<file path="config.mk">
export PLATFORM = sky130hd
export DESIGN_NAME = mmio_uart_tx
export DESIGN_NICKNAME = d
export VERILOG_FILES = /design/src/rtl/mmio_uart_tx.sv
export SDC_FILE = /design/constraint.sdc
export NUM_CORES = 1
export LEC_CHECK = 0
export ABC_AREA = 1
export BUFFER_PORTS_ARGS = -buffer_cell sky130_fd_sc_hd__clkbuf_2
export CAP_MARGIN = 40
export CORE_UTILIZATION = 40
export DETAILED_ROUTE_END_ITERATION = 8
export PLACE_DENSITY = 0.69
export SYNTH_ARGS = -nofsm -noshare
export SYNTH_HDL_FRONTEND = slang
export SYNTH_SLANG_ARGS = --single-unit
</file>
<file path="constraint.sdc">
create_clock -name clk -period 2.1 [get_ports clk]
set_clock_uncertainty 0.1 [all_clocks]
set_input_delay 0.42 -clock clk [delete_from_list [all_inputs] [get_ports clk]]
set_output_delay 0.42 -clock clk [all_outputs]
set_load 0.02 [all_outputs]
</file>
<file path="src/rtl/mmio_uart_tx.sv">
// Memory-mapped 8N1 UART transmitter: a small byte FIFO written by CPU stores
// and a START/DATA/STOP shifter that drains it LSB first.
module mmio_uart_tx #(
  parameter logic [31:0] BASE_ADDR    = 32'h0000_0100,
  parameter int          CLKS_PER_BIT = 16,
  parameter int          FIFO_DEPTH   = 4
) (
  input  logic                          clk,
  input  logic                          reset,
  input  logic [31:0]                   addr,
  input  logic [31:0]                   wdata,
  input  logic                          memWrite,
  output logic [31:0]                   rdata,
  output logic                          txd,
  output logic                          busy,
  output logic [$clog2(FIFO_DEPTH):0]   fifo_count
);

  localparam int PW = $clog2(FIFO_DEPTH);
  localparam int CW = PW + 1;
  localparam int BW = $clog2(CLKS_PER_BIT);

  typedef enum logic [1:0] {S_IDLE, S_START, S_DATA, S_STOP} state_t;

  state_t          r_state;
  state_t          w_nextState;
  logic [7:0]      r_mem [FIFO_DEPTH];
  logic [PW-1:0]   r_wptr;
  logic [PW-1:0]   r_rptr;
  logic [CW-1:0]   r_count;
  logic            r_overflow;
  logic [BW-1:0]   r_baud;
  logic [2:0]      r_bitIdx;
  logic [7:0]      r_shift;

  logic            w_bitDone;
  logic            w_notEmpty;
  logic            w_full;
  logic            w_pop;
  logic            w_dataWr;
  logic            w_ctrlWr;
  logic            w_push;
  logic            w_drop;

  assign w_bitDone  = (r_baud == BW'(CLKS_PER_BIT - 1));
  assign w_notEmpty = (r_count != '0);
  assign w_full     = (r_count == CW'(FIFO_DEPTH));
  assign w_dataWr   = memWrite && (addr == BASE_ADDR);
  assign w_ctrlWr   = memWrite && (addr == BASE_ADDR + 32'd4);

  // A pop happens whenever the shifter is ready for a new frame; a push into a
  // full FIFO is still accepted when it coincides with that pop.
  assign w_pop  = w_notEmpty && ((r_state == S_IDLE) || ((r_state == S_STOP) && w_bitDone));
  assign w_push = w_dataWr && (!w_full || w_pop);
  assign w_drop = w_dataWr && !w_push;

  always_ff @(posedge clk or negedge reset) begin
    if (!reset) r_state <= S_IDLE;
    else        r_state <= w_nextState;
  end

  always_comb begin
    w_nextState = r_state;
    case (r_state)
      S_IDLE:  if (w_notEmpty) w_nextState = S_START;
      S_START: if (w_bitDone) w_nextState = S_DATA;
      S_DATA:  if (w_bitDone && (r_bitIdx == 3'd7)) w_nextState = S_STOP;
      S_STOP:  if (w_bitDone) w_nextState = w_notEmpty ? S_START : S_IDLE;
      default: w_nextState = S_IDLE;
    endcase
  end

  always_comb begin
    txd  = 1'b1;
    busy = (r_state != S_IDLE);
    case (r_state)
      S_START: txd = 1'b0;
      S_DATA:  txd = r_shift[0];
      default: txd = 1'b1;
    endcase
  end

  always_ff @(posedge clk or negedge reset) begin
    if (!reset) begin
      r_baud   <= '0;
      r_bitIdx <= '0;
      r_shift  <= '0;
    end else begin
      if ((w_nextState != r_state) || w_bitDone) r_baud <= '0;
      else if (r_state != S_IDLE)                r_baud <= r_baud + BW'(1);

      if (w_nextState != r_state)             r_bitIdx <= '0;
      else if ((r_state == S_DATA) && w_bitDone) r_bitIdx <= r_bitIdx + 3'd1;

      if (w_pop)                                 r_shift <= r_mem[r_rptr];
      else if ((r_state == S_DATA) && w_bitDone) r_shift <= {1'b0, r_shift[7:1]};
    end
  end

  // Storage needs no reset; occupancy is tracked entirely by the count.
  always_ff @(posedge clk) begin
    if (w_push) r_mem[r_wptr] <= wdata[7:0];
  end

  always_ff @(posedge clk or negedge reset) begin
    if (!reset) begin
      r_wptr     <= '0;
      r_rptr     <= '0;
      r_count    <= '0;
      r_overflow <= 1'b0;
    end else begin
      if (w_push) r_wptr <= r_wptr + PW'(1);
      if (w_pop)  r_rptr <= r_rptr + PW'(1);
      case ({w_push, w_pop})
        2'b10:   r_count <= r_count + CW'(1);
        2'b01:   r_count <= r_count - CW'(1);
        default: r_count <= r_count;
      endcase
      if (w_drop)                    r_overflow <= 1'b1;
      else if (w_ctrlWr && wdata[0]) r_overflow <= 1'b0;
    end
  end

  always_comb begin
    rdata = 32'h0;
    if (addr == BASE_ADDR + 32'd4)
      rdata = {28'h0, r_overflow, w_full, ~w_notEmpty, busy};
  end

  assign fifo_count = r_count;

endmodule

</file>
==> flow_summary.yaml, run 1 <==
floorplanning:
  start_util: 0.420
  placementRows: 30
  dieWidth_um: 87.2
  die_area_sq_um: 7600
  fp.dieH_um: 87.2
  io_pins: 104
  core-area_sq_um: 6910
timing:
  finalHoldViolations: 0
  finalHoldWorstSlack_ns: 0.00916
  slew_violations: 0
  setup-tns-final_ns: -0.0201
  fmax_mhz: 472
  rsz0062_at_grt: "yes"
  tightest_slew_ns: 0.663
  slew_headroom: 0.558
  period_minus_slack_ns: 2.12
  layout_setup_ws_ns: -0.0201
  finalCritPeriodShare: 1.01
  finalSetupViolCount: 1
pwr:
  total_power_mw: 2.30
  p_leak_nw: 1.66
  ir_worst_vdd_mv: 0.621
  cellPowerDensity_nw_per_um2: 643
layout:
  nets: 459
  fill_cells: 624
  layout-drive-gt1-share: 0.296
  layout.cells.non_filler: 484
  layout_common_cells: "57 x nand2_1, 55 x nor2_1, 47 x clkbuf_2"
  area_delta_synth_final_pct: 23.3
  final_common_cell: "nand2_1"
  postLayoutCoreUtil: 0.518
  antenna_cells: 0
global_route:
  grt_pass1_wl_um: 8510
  grt_pass1_vias: 1973
  grt.overflow.total: 0
  grtUsageTotal: 0.151
  antenna_found_initial: 0
  grt_max_degree: 26
setup_path:
  crit_required_ns: 2.22
  criticalPathCategory: "register to register"
  worstPathArrival_ns: 2.24
  critPathLaunchType: "register"
  cp-end-kind: "register"
  worstPathMaxFanout: 4
yosys:
  synthAdderAreaFrac: 0.0414
  synth_simple_gate_area_frac: 0.208
  synthXorXnorAreaFrac: 0.0298
  synth_warnings: 0
  synth_seq_area_share: 0.547
  ys_types: 31
  syn_area_sq_um: 2900
  syn_area_per_cell_sq_um: 9.60
  postSynthCellCount: 302
  synth_top_family_by_area: "simple AND/OR/NAND/NOR gates"
  synth_compound_area_frac: 0.0535
  muxShareOfSynthArea: 0.00345
  ys_ff_latch: 57
placed_design:
  gp_congestion: 0.749
  io_buffers: 51
  dpl.cell_count: 465
  dp_hpwl_um: 3680
drt:
  wl_per_cell_um: 10.6
  via_count: 2159
  viasPerCell: 4.46
  wl_um: 5140
  initialDrtViolationCount: 78
  drtAntennaViolNets: 0
  first_pass_iters: 4
  drc_errors: 0
clocking:
  ctsHoldBuffers: 0
  cts_num_sinks: 57
  clk_pin_slew_ns: 0.06
  numCtsBuffers: 9
  cts.path.max_buffers: 2
  htreeDepth: 3
  cts_tree: "yes"
  clock_latency_ns: 0.33
  root_buffer: "clkbuf_8"
run_status:
  violations: "negative setup slack"
  status: "finished with violations"
flow_run:
  max-cap-violations: 0
worst_hold_path:
  min_path_type: "primary input to asynchronous set/reset pin"
-- power by group --
group / switching [mW] / leakage (nW) / internal (mW)
Clock: 0.429 / 0.0953 / 0.576
Combinational: 0.0772 / 0.972 / 0.0338
Sequential: 0.00000000155 / 0.595 / 1.18
-- routing by layer --
metal,routed length (um),global-route usage,up-vias
li1,-,-,1092
met1,2140,0.169,992
met5,0,0,-
met4,125,0.0954,0
met2,2640,0.257,64
met3,232,0.0417,11
-- cells in the mapped netlist --
cell type   n  area, sq um
mux2i_1     1         10.0
nor2_4      1         11.3
nand2_2     1         6.26
ha_1        8          100
edfxtp_1   32          961
dfrtp_1    25          626
buf_6       1         11.3
o21ai_0    17         85.1
buf_1       1         3.75
inv_1      24         90.1
conb_1      1         3.75
fa_1        1         20.0
xnor2_1     3         26.3
nor2_1     55          206
nand3_2     1         10.0
nand3_1    12         60.1
xnor2_2     1         16.3
a21oi_1     2         10.0
o21bai_1    1         7.51
o22ai_1     7         43.8
nor3_2      1         10.0
nand3_4     2         35.0
inv_2       3         11.3
nand2_4     1         11.3
nand4_1     4         25.0
nor3_1      1         5.00
nand2_1    59          221
o21ai_2     1         8.76
buf_2       2         10.0
xor2_1      5         43.8
buf_4      28          210
-- state kept, by name, indices dropped and copies added (netlist names) --
signal,flops
r_mem,32
r_shift,8
r_baud,4
fifo_count,3
r_bitIdx,3
r_rptr,2
r_state,2
r_wptr,2
r_overflow,1
-- cell families (layout without fill, tap and decap cells) --
group                    count (synthesis)  in the layout
AO/OA/AOI/OAI                           28             28
XOR/XNOR                                 9              9
adder cells (fa/ha/maj)                  9              9
buffers and inverters                   59            118
flip-flops                              57             57
multiplexers                             1              1
other                                    1             28
AND/OR/NAND/NOR                        138            138
-- per-stage QoR --
stage	setup WS [ns]	cell area, sq um
6_report	-0.0201	3580
5_1_grt	-0.169	3580
4_1_cts	0.00491	3550
3_5_place_dp	-0.0273	3330
3_3_place_gp	0.0352	3330
2_1_floorplan	-0.0177	3030
-- critical path: stages (launching register included) --
cell     delay, ns
dfrtp_1       0.38
ha_2          0.20
nand3_2       0.07
nand2_2       0.07
nand3_4       0.11
nand2_4       0.07
nand3_4       0.08
ha_4          0.12
inv_2         0.04
fa_2          0.38
a21oi_2       0.17
o21ai_2       0.07
xor2_1        0.14
-- final cells by class --
cell class,count,area [sq um],share of cell area
clock buffers,11,141,0.0395
clock inverters,5,55.1,0.0154
inverters,27,101,0.0283
multi-input cells,213,1120,0.313
flip-flops and latches,57,1590,0.445
well taps,96,120,0.0336
repair buffers,75,449,0.126
-- path summary, 6_finish.rpt --
path,startpoint,end,slack (ns),cells after the start
max reg2reg,r_baud[1],fifo_count[2],-0.02,12
min,reset,r_shift[7],0.009,1
max,r_baud[1],fifo_count[2],-0.02,12
min in group clk,wdata[7],r_mem[1][7],0.20,1
min reg2reg,r_shift[7],r_shift[7],0.37,2
max in group asynchronous,reset,r_state[0],1.42,1
-- what timing repair did --
item,CTS,global route
endpoints found under the setup margin,1,6
setup buffers,2,1
resized for setup,1,12
pin swaps,1,2
Note: power is estimated with default switching activity, not from simulation.
==> run 2, diff against run 1 <==
--- a/config.mk
+++ b/config.mk
@@ -9,6 +9,7 @@
 export BUFFER_PORTS_ARGS = -buffer_cell sky130_fd_sc_hd__clkbuf_2
 export CAP_MARGIN = 40
 export CORE_UTILIZATION = 40
+export CTS_BUF_LIST = sky130_fd_sc_hd__clkbuf_2 sky130_fd_sc_hd__clkbuf_4 sky130_fd_sc_hd__clkbuf_8
 export DETAILED_ROUTE_END_ITERATION = 8
 export PLACE_DENSITY = 0.69
 export SYNTH_ARGS = -nofsm -noshare
==> run 2 against run 1 <==
The run still ends with negative setup slack left. First-iteration DRC count is the same. Largest cell class unchanged. Largest power group unchanged. Design area increased by 0.10%. Wire length rose by 0.14%. Non-clock buffer count did not move.
==> flow_summary.yaml, run 2 (synthesis results as in run 1) <==
floorplanning:
  fp.dieH_um: 87.2
  core-area_sq_um: 6910
  die_area_sq_um: 7600
  start_util: 0.420
  placementRows: 30
  dieWidth_um: 87.2
  io_pins: 104
timing:
  finalCritPeriodShare: 1.01
  layout_setup_ws_ns: -0.0201
  tightest_slew_ns: 0.662
  slew_violations: 0
  rsz0062_at_grt: "yes"
  slew_headroom: 0.558
  finalSetupViolCount: 1
  period_minus_slack_ns: 2.12
  fmax_mhz: 472
  finalHoldViolations: 0
setup_path:
  critPathLaunchType: "register"
  r2r_slack_ns: -0.02
  worstPathArrival_ns: 2.24
  criticalPathCategory: "register to register"
  path_common_cell: "nand3_4"
  path_cells: "ha_2, nand3_2, nand2_2, nand3_4, nand2_4, nand3_4, ha_4, inv_2, fa_2, a21oi_2, o21ai_2, xor2_1"
  worstPathMaxFanout: 4
  worst_path_max_delay_cell: "dfrtp_1"
  crit_required_ns: 2.22
  cp-end-kind: "register"
  cpPeakStageDelay_ns: 0.38
drt:
  drtAntennaViolNets: 0
  via_count: 2158
  drc_errors: 0
  first_pass_iters: 4
  initialDrtViolationCount: 78
  wl_per_cell_um: 10.6
  wl_um: 5140
  viasPerCell: 4.46
layout:
  top_register: "r_mem"
  antenna_cells: 0
  largestRegisters: "r_mem: 32 flops, r_shift: 8 flops, r_baud: 4 flops"
  layout_common_cells: "57 x nand2_1, 55 x nor2_1, 47 x clkbuf_2"
  final_common_cell: "nand2_1"
  largest_register_ffs: 32
  fin_area_sq_um: 3580
  layout-drive-gt1-share: 0.299
  nets: 459
  area_delta_synth_final_pct: 23.4
pwr:
  p_leak_nw: 1.67
  cellPowerDensity_nw_per_um2: 646
  ir_worst_vdd_mv: 0.622
  total_power_mw: 2.31
placed_design:
  io_buffers: 51
  placed_cell_area_sq_um: 3330
  dpl_worst_slack_ns: -0.0273
  gp_congestion: 0.749
  dp_hpwl_um: 3680
global_route:
  grtUsageTotal: 0.152
  grt.overflow.total: 0
  grt_pass1_wl_um: 8540
  grt_pass1_vias: 1972
  antenna_found_initial: 0
  grt_max_degree: 26
clocking:
  numCtsBuffers: 9
  clock_latency_ns: 0.33
  cts.path.max_buffers: 2
  htreeDepth: 3
  clk_pin_slew_ns: 0.06
  root_buffer: "clkbuf_8"
  cts_num_sinks: 57
  ctsHoldBuffers: 0
  cts_tree: "yes"
run_status:
  violations: "negative setup slack"
  status: "finished with violations"
worst_hold_path:
  min_path_type: "primary input to asynchronous set/reset pin"
flow_run:
  max-cap-violations: 0
-- run 2: layer usage --
metal / track usage / up-vias / share of wire
li1: - / 1091 / -
met1: 0.171 / 994 / 0.42
met2: 0.256 / 62 / 0.51
met3: 0.0417 / 11 / 0.041
met4: 0.0954 / 0 / 0.024
met5: 0 / - / 0
-- run 2: power breakdown --
| part | leakage, nW | internal, mW | switching, mW | total (mW) |
|---|---|---|---|---|
| Sequential | 0.595 | 1.18 | 0.00000000155 | 1.18 |
| Combinational | 0.972 | 0.0338 | 0.0773 | 0.111 |
| Clock | 0.0987 | 0.588 | 0.430 | 1.02 |
-- run 2: critical path, delay by kind of cell, from the launching register on --
| family | cells | cell delay [ns] |
|---|---|---|
| AOI/OAI and AO/OA | 2 | 0.24 |
| buffers and inverters | 1 | 0.04 |
| adders and majority gates | 3 | 0.70 |
| DFF | 1 | 0.38 |
| xor gates and xnor gates | 1 | 0.14 |
| and+or+nand+nor | 5 | 0.40 |
-- run 2: worst paths after layout --
| kind | startpoint | end | cells after the start |
|---|---|---|---|
| hold / removal | reset | r_shift[7] | 1 |
| min in group clk | wdata[7] | r_mem[1][7] | 1 |
| setup reg to reg | r_baud[1] | fifo_count[2] | 12 |
| hold reg to reg | r_shift[7] | r_shift[7] | 2 |
| setup / recovery | r_baud[1] | fifo_count[2] | 12 |
| max in group asynchronous | reset | r_state[0] | 1 |
-- run 2: metrics by stage --
step | std cells | hold slack [ns] | utilization | setup TNS [ns]
3_5_place_dp | 465 | 0.364 | 0.482 | -0.0273
4_1_cts | 483 | 0.0130 | 0.514 | 0
2_1_floorplan | 329 | 0.0244 | - | -0.0177
3_3_place_gp | 465 | 0.358 | 0.482 | 0
5_1_grt | 484 | 0.0467 | 0.518 | -0.262
6_report | 484 | 0.00858 | 0.518 | -0.0201
-- run 2: final cells by class --
class	instances	area, sq um
fillers	622	3330
flip-flops and latches	57	1590
multi-input cells	213	1120
repair buffers	75	449
clock buffers	11	145
well taps	96	120
inverters	27	101
clock inverters	5	55.1
-- run 2: timing repair --
item	4_1_cts	5_1_grt
resized for setup	1	12
pin swaps	1	2
setup endpoints to repair	1	6
setup buffers	2	1
==> run 3, diff against run 2 <==
--- a/config.mk
+++ b/config.mk
@@ -8,10 +8,13 @@
 export ABC_AREA = 1
 export BUFFER_PORTS_ARGS = -buffer_cell sky130_fd_sc_hd__clkbuf_2
 export CAP_MARGIN = 40
+export CORE_ASPECT_RATIO = 0.8
 export CORE_UTILIZATION = 40
 export CTS_BUF_LIST = sky130_fd_sc_hd__clkbuf_2 sky130_fd_sc_hd__clkbuf_4 sky130_fd_sc_hd__clkbuf_8
+export CTS_CLUSTER_SIZE = 30
 export DETAILED_ROUTE_END_ITERATION = 8
 export PLACE_DENSITY = 0.69
+export SLEW_MARGIN = 20
 export SYNTH_ARGS = -nofsm -noshare
 export SYNTH_HDL_FRONTEND = slang
 export SYNTH_SLANG_ARGS = --single-unit
==> run 3 against run 2 <==
The flow finishes with violations (negative hold slack). Count of clock-buffer cells in the layout fell by 2. Fmax rose by 3.3%. Wire length rose by 0.89%. Die area barely moved. Clock power rose by 5%. Register-to-register slack improved by 0.07 ns. Worst setup slack improved by 0.067 ns. Critical path type unchanged. Largest power group unchanged. Highest routed layer unchanged.
==> flow_summary.yaml, run 3 (synthesis results as in run 1) <==
global_route:
  grt_pass1_vias: 1957
  grt.overflow.total: 0
  grtUsageTotal: 0.149
  antenna_found_initial: 0
  grt_pass1_wl_um: 8680
  grt_max_degree: 26
floorplanning:
  die_area_sq_um: 7600
  start_util: 0.417
  placementRows: 27
  io_pins: 104
  fp.dieH_um: 78.2
  dieWidth_um: 97.2
  core-area_sq_um: 6960
setup_path:
  reg2reg_from: "r_baud[0]"
  crit_family: "adder cells"
  path_common_cell: "nand3_4"
  r2r_end: "fifo_count[2]"
  criticalPathCategory: "register to register"
  r2r_slack_ns: 0.05
  crit_required_ns: 2.22
  crit_buf_inv: 1
  cpPeakStageDelay_ns: 0.38
  worstPathArrival_ns: 2.18
  worst_path_max_delay_cell: "dfrtp_1"
  path_cells: "ha_2, nand3_2, nand2_2, nand3_4, nand2_4, nand3_4, ha_4, inv_2, fa_2, a21oi_2, o21ai_1, xor2_1"
  cp-end-kind: "register"
  reg2regPathDepth: 12
  worstPathMaxFanout: 3
  critPathLaunchType: "register"
placed_design:
  io_buffers: 51
  dp_hpwl_um: 3760
  gp_congestion: 0.733
  dpl_worst_slack_ns: -0.0320
  placed_cell_area_sq_um: 3290
layout:
  final_common_cell: "nand2_1"
  nets: 456
  layout-drive-gt1-share: 0.291
  top_register: "r_mem"
  largestRegisters: "r_mem: 32 flops, r_shift: 8 flops, r_baud: 4 flops"
  fin_area_sq_um: 3540
  fill_cells: 632
  layout_common_cells: "57 x nand2_1, 55 x nor2_1, 49 x clkbuf_2"
  largest_register_ffs: 32
  antenna_cells: 0
  area_delta_synth_final_pct: 22.2
drt:
  wl_met1_um: 2320
  via_count: 2147
  wl_met2_um: 2510
  wl_per_cell_um: 11.0
  initialDrtViolationCount: 65
  wl_met3_um: 273
  drtAntennaViolNets: 0
  wl_um: 5190
  highest_layer: "met4"
  viasPerCell: 4.55
  first_pass_iters: 4
  drc_errors: 0
pwr:
  cellPowerDensity_nw_per_um2: 666
  pwr-share-clk: 0.452
  p_leak_nw: 1.67
  switching_share: 0.244
  p_sw_mw: 0.576
  comb_power_share: 0.047
  ir_worst_vdd_mv: 0.505
  pwr-share-seq: 0.501
  p_int_mw: 1.78
run_status:
  violations: "negative hold slack"
  status: "finished with violations"
clocking:
  cts_tree: "yes"
  clk_pin_slew_ns: 0.07
  cts.path.max_buffers: 2
  cts_num_sinks: 57
  clock_latency_ns: 0.34
  numCtsBuffers: 9
  root_buffer: "clkbuf_8"
  htreeDepth: 3
timing:
  finalHoldViolations: 21
  slew_headroom: 0.572
  layout_setup_ws_ns: 0.0469
  finalSetupViolCount: 0
  rsz0062_at_grt: "yes"
  finalHoldWorstSlack_ns: -0.0149
  finalCritPeriodShare: 0.978
  slew_violations: 0
  fmax_mhz: 487
  setup-tns-final_ns: 0
  period_minus_slack_ns: 2.05
  tightest_slew_ns: 0.642
flow_run:
  max-cap-violations: 0
worst_hold_path:
  min_path_type: "primary input to asynchronous set/reset pin"
## run 3: cell count changes in the layout (fill, tap and decap cells not counted), sizes merged
cell / change
clkinv: -2
clkinvlp: -1
inv: +5
buf: -5
## run 3: how the worst max path moves through the flow
stage | startpoint | end | slack (ns) | depth (start not counted)
floorplan | r_baud[0] | fifo_count[2] | -0.02 | 12
global placement | addr[28] | fifo_count[1] | 0.008 | 11
detailed placement | r_baud[1] | fifo_count[2] | -0.03 | 12
CTS | r_baud[0] | fifo_count[2] | 0.004 | 12
global route | r_baud[0] | fifo_count[2] | -0.06 | 12
finish | r_baud[0] | fifo_count[2] | 0.05 | 12
## run 3: power by group through the flow
stage	clock, mW	combinational (mW)	sequential, mW
finish	1.07	0.111	1.18
floorplan	0	0.0950	1.21
global placement	0	0.112	1.21
detailed placement	0	0.113	1.21
global route	1.15	0.125	1.18
CTS	1.09	0.113	1.18
## run 3: repair_timing
item,CTS,global route
setup endpoints to repair,2,39
resized for setup,1,7
buffers inserted,2,2
hold buffers,0,0
pin swaps,3,4
## run 3: cell type report
cell class                 instances  area, sq um  share of cell area
tap                               87          109              0.0307
timing repair buffer              72          418               0.118
clock buffer                       9          124              0.0349
inverter                          27          101              0.0286
sequential                        57         1590               0.449
multi-input combinational        213         1120               0.316
clock inverter                     7         81.3              0.0229
## run 3: metal layers
metal,track usage,vias up
li1,-,1081
met1,0.177,979
met2,0.247,81
met3,0.0516,6
met4,0.0627,0
met5,0,-
## run 3: per-stage QoR
step	hold slack [ns]	std cells	power, mW	utilization
after floorplan	0.0244	329	1.30	-
after global placement	0.361	452	1.32	0.473
after detailed placement	0.371	452	1.32	0.473
after CTS	0.0211	470	2.39	0.505
after global routing	0.0300	472	2.45	0.509
final	-0.0149	472	2.36	0.509
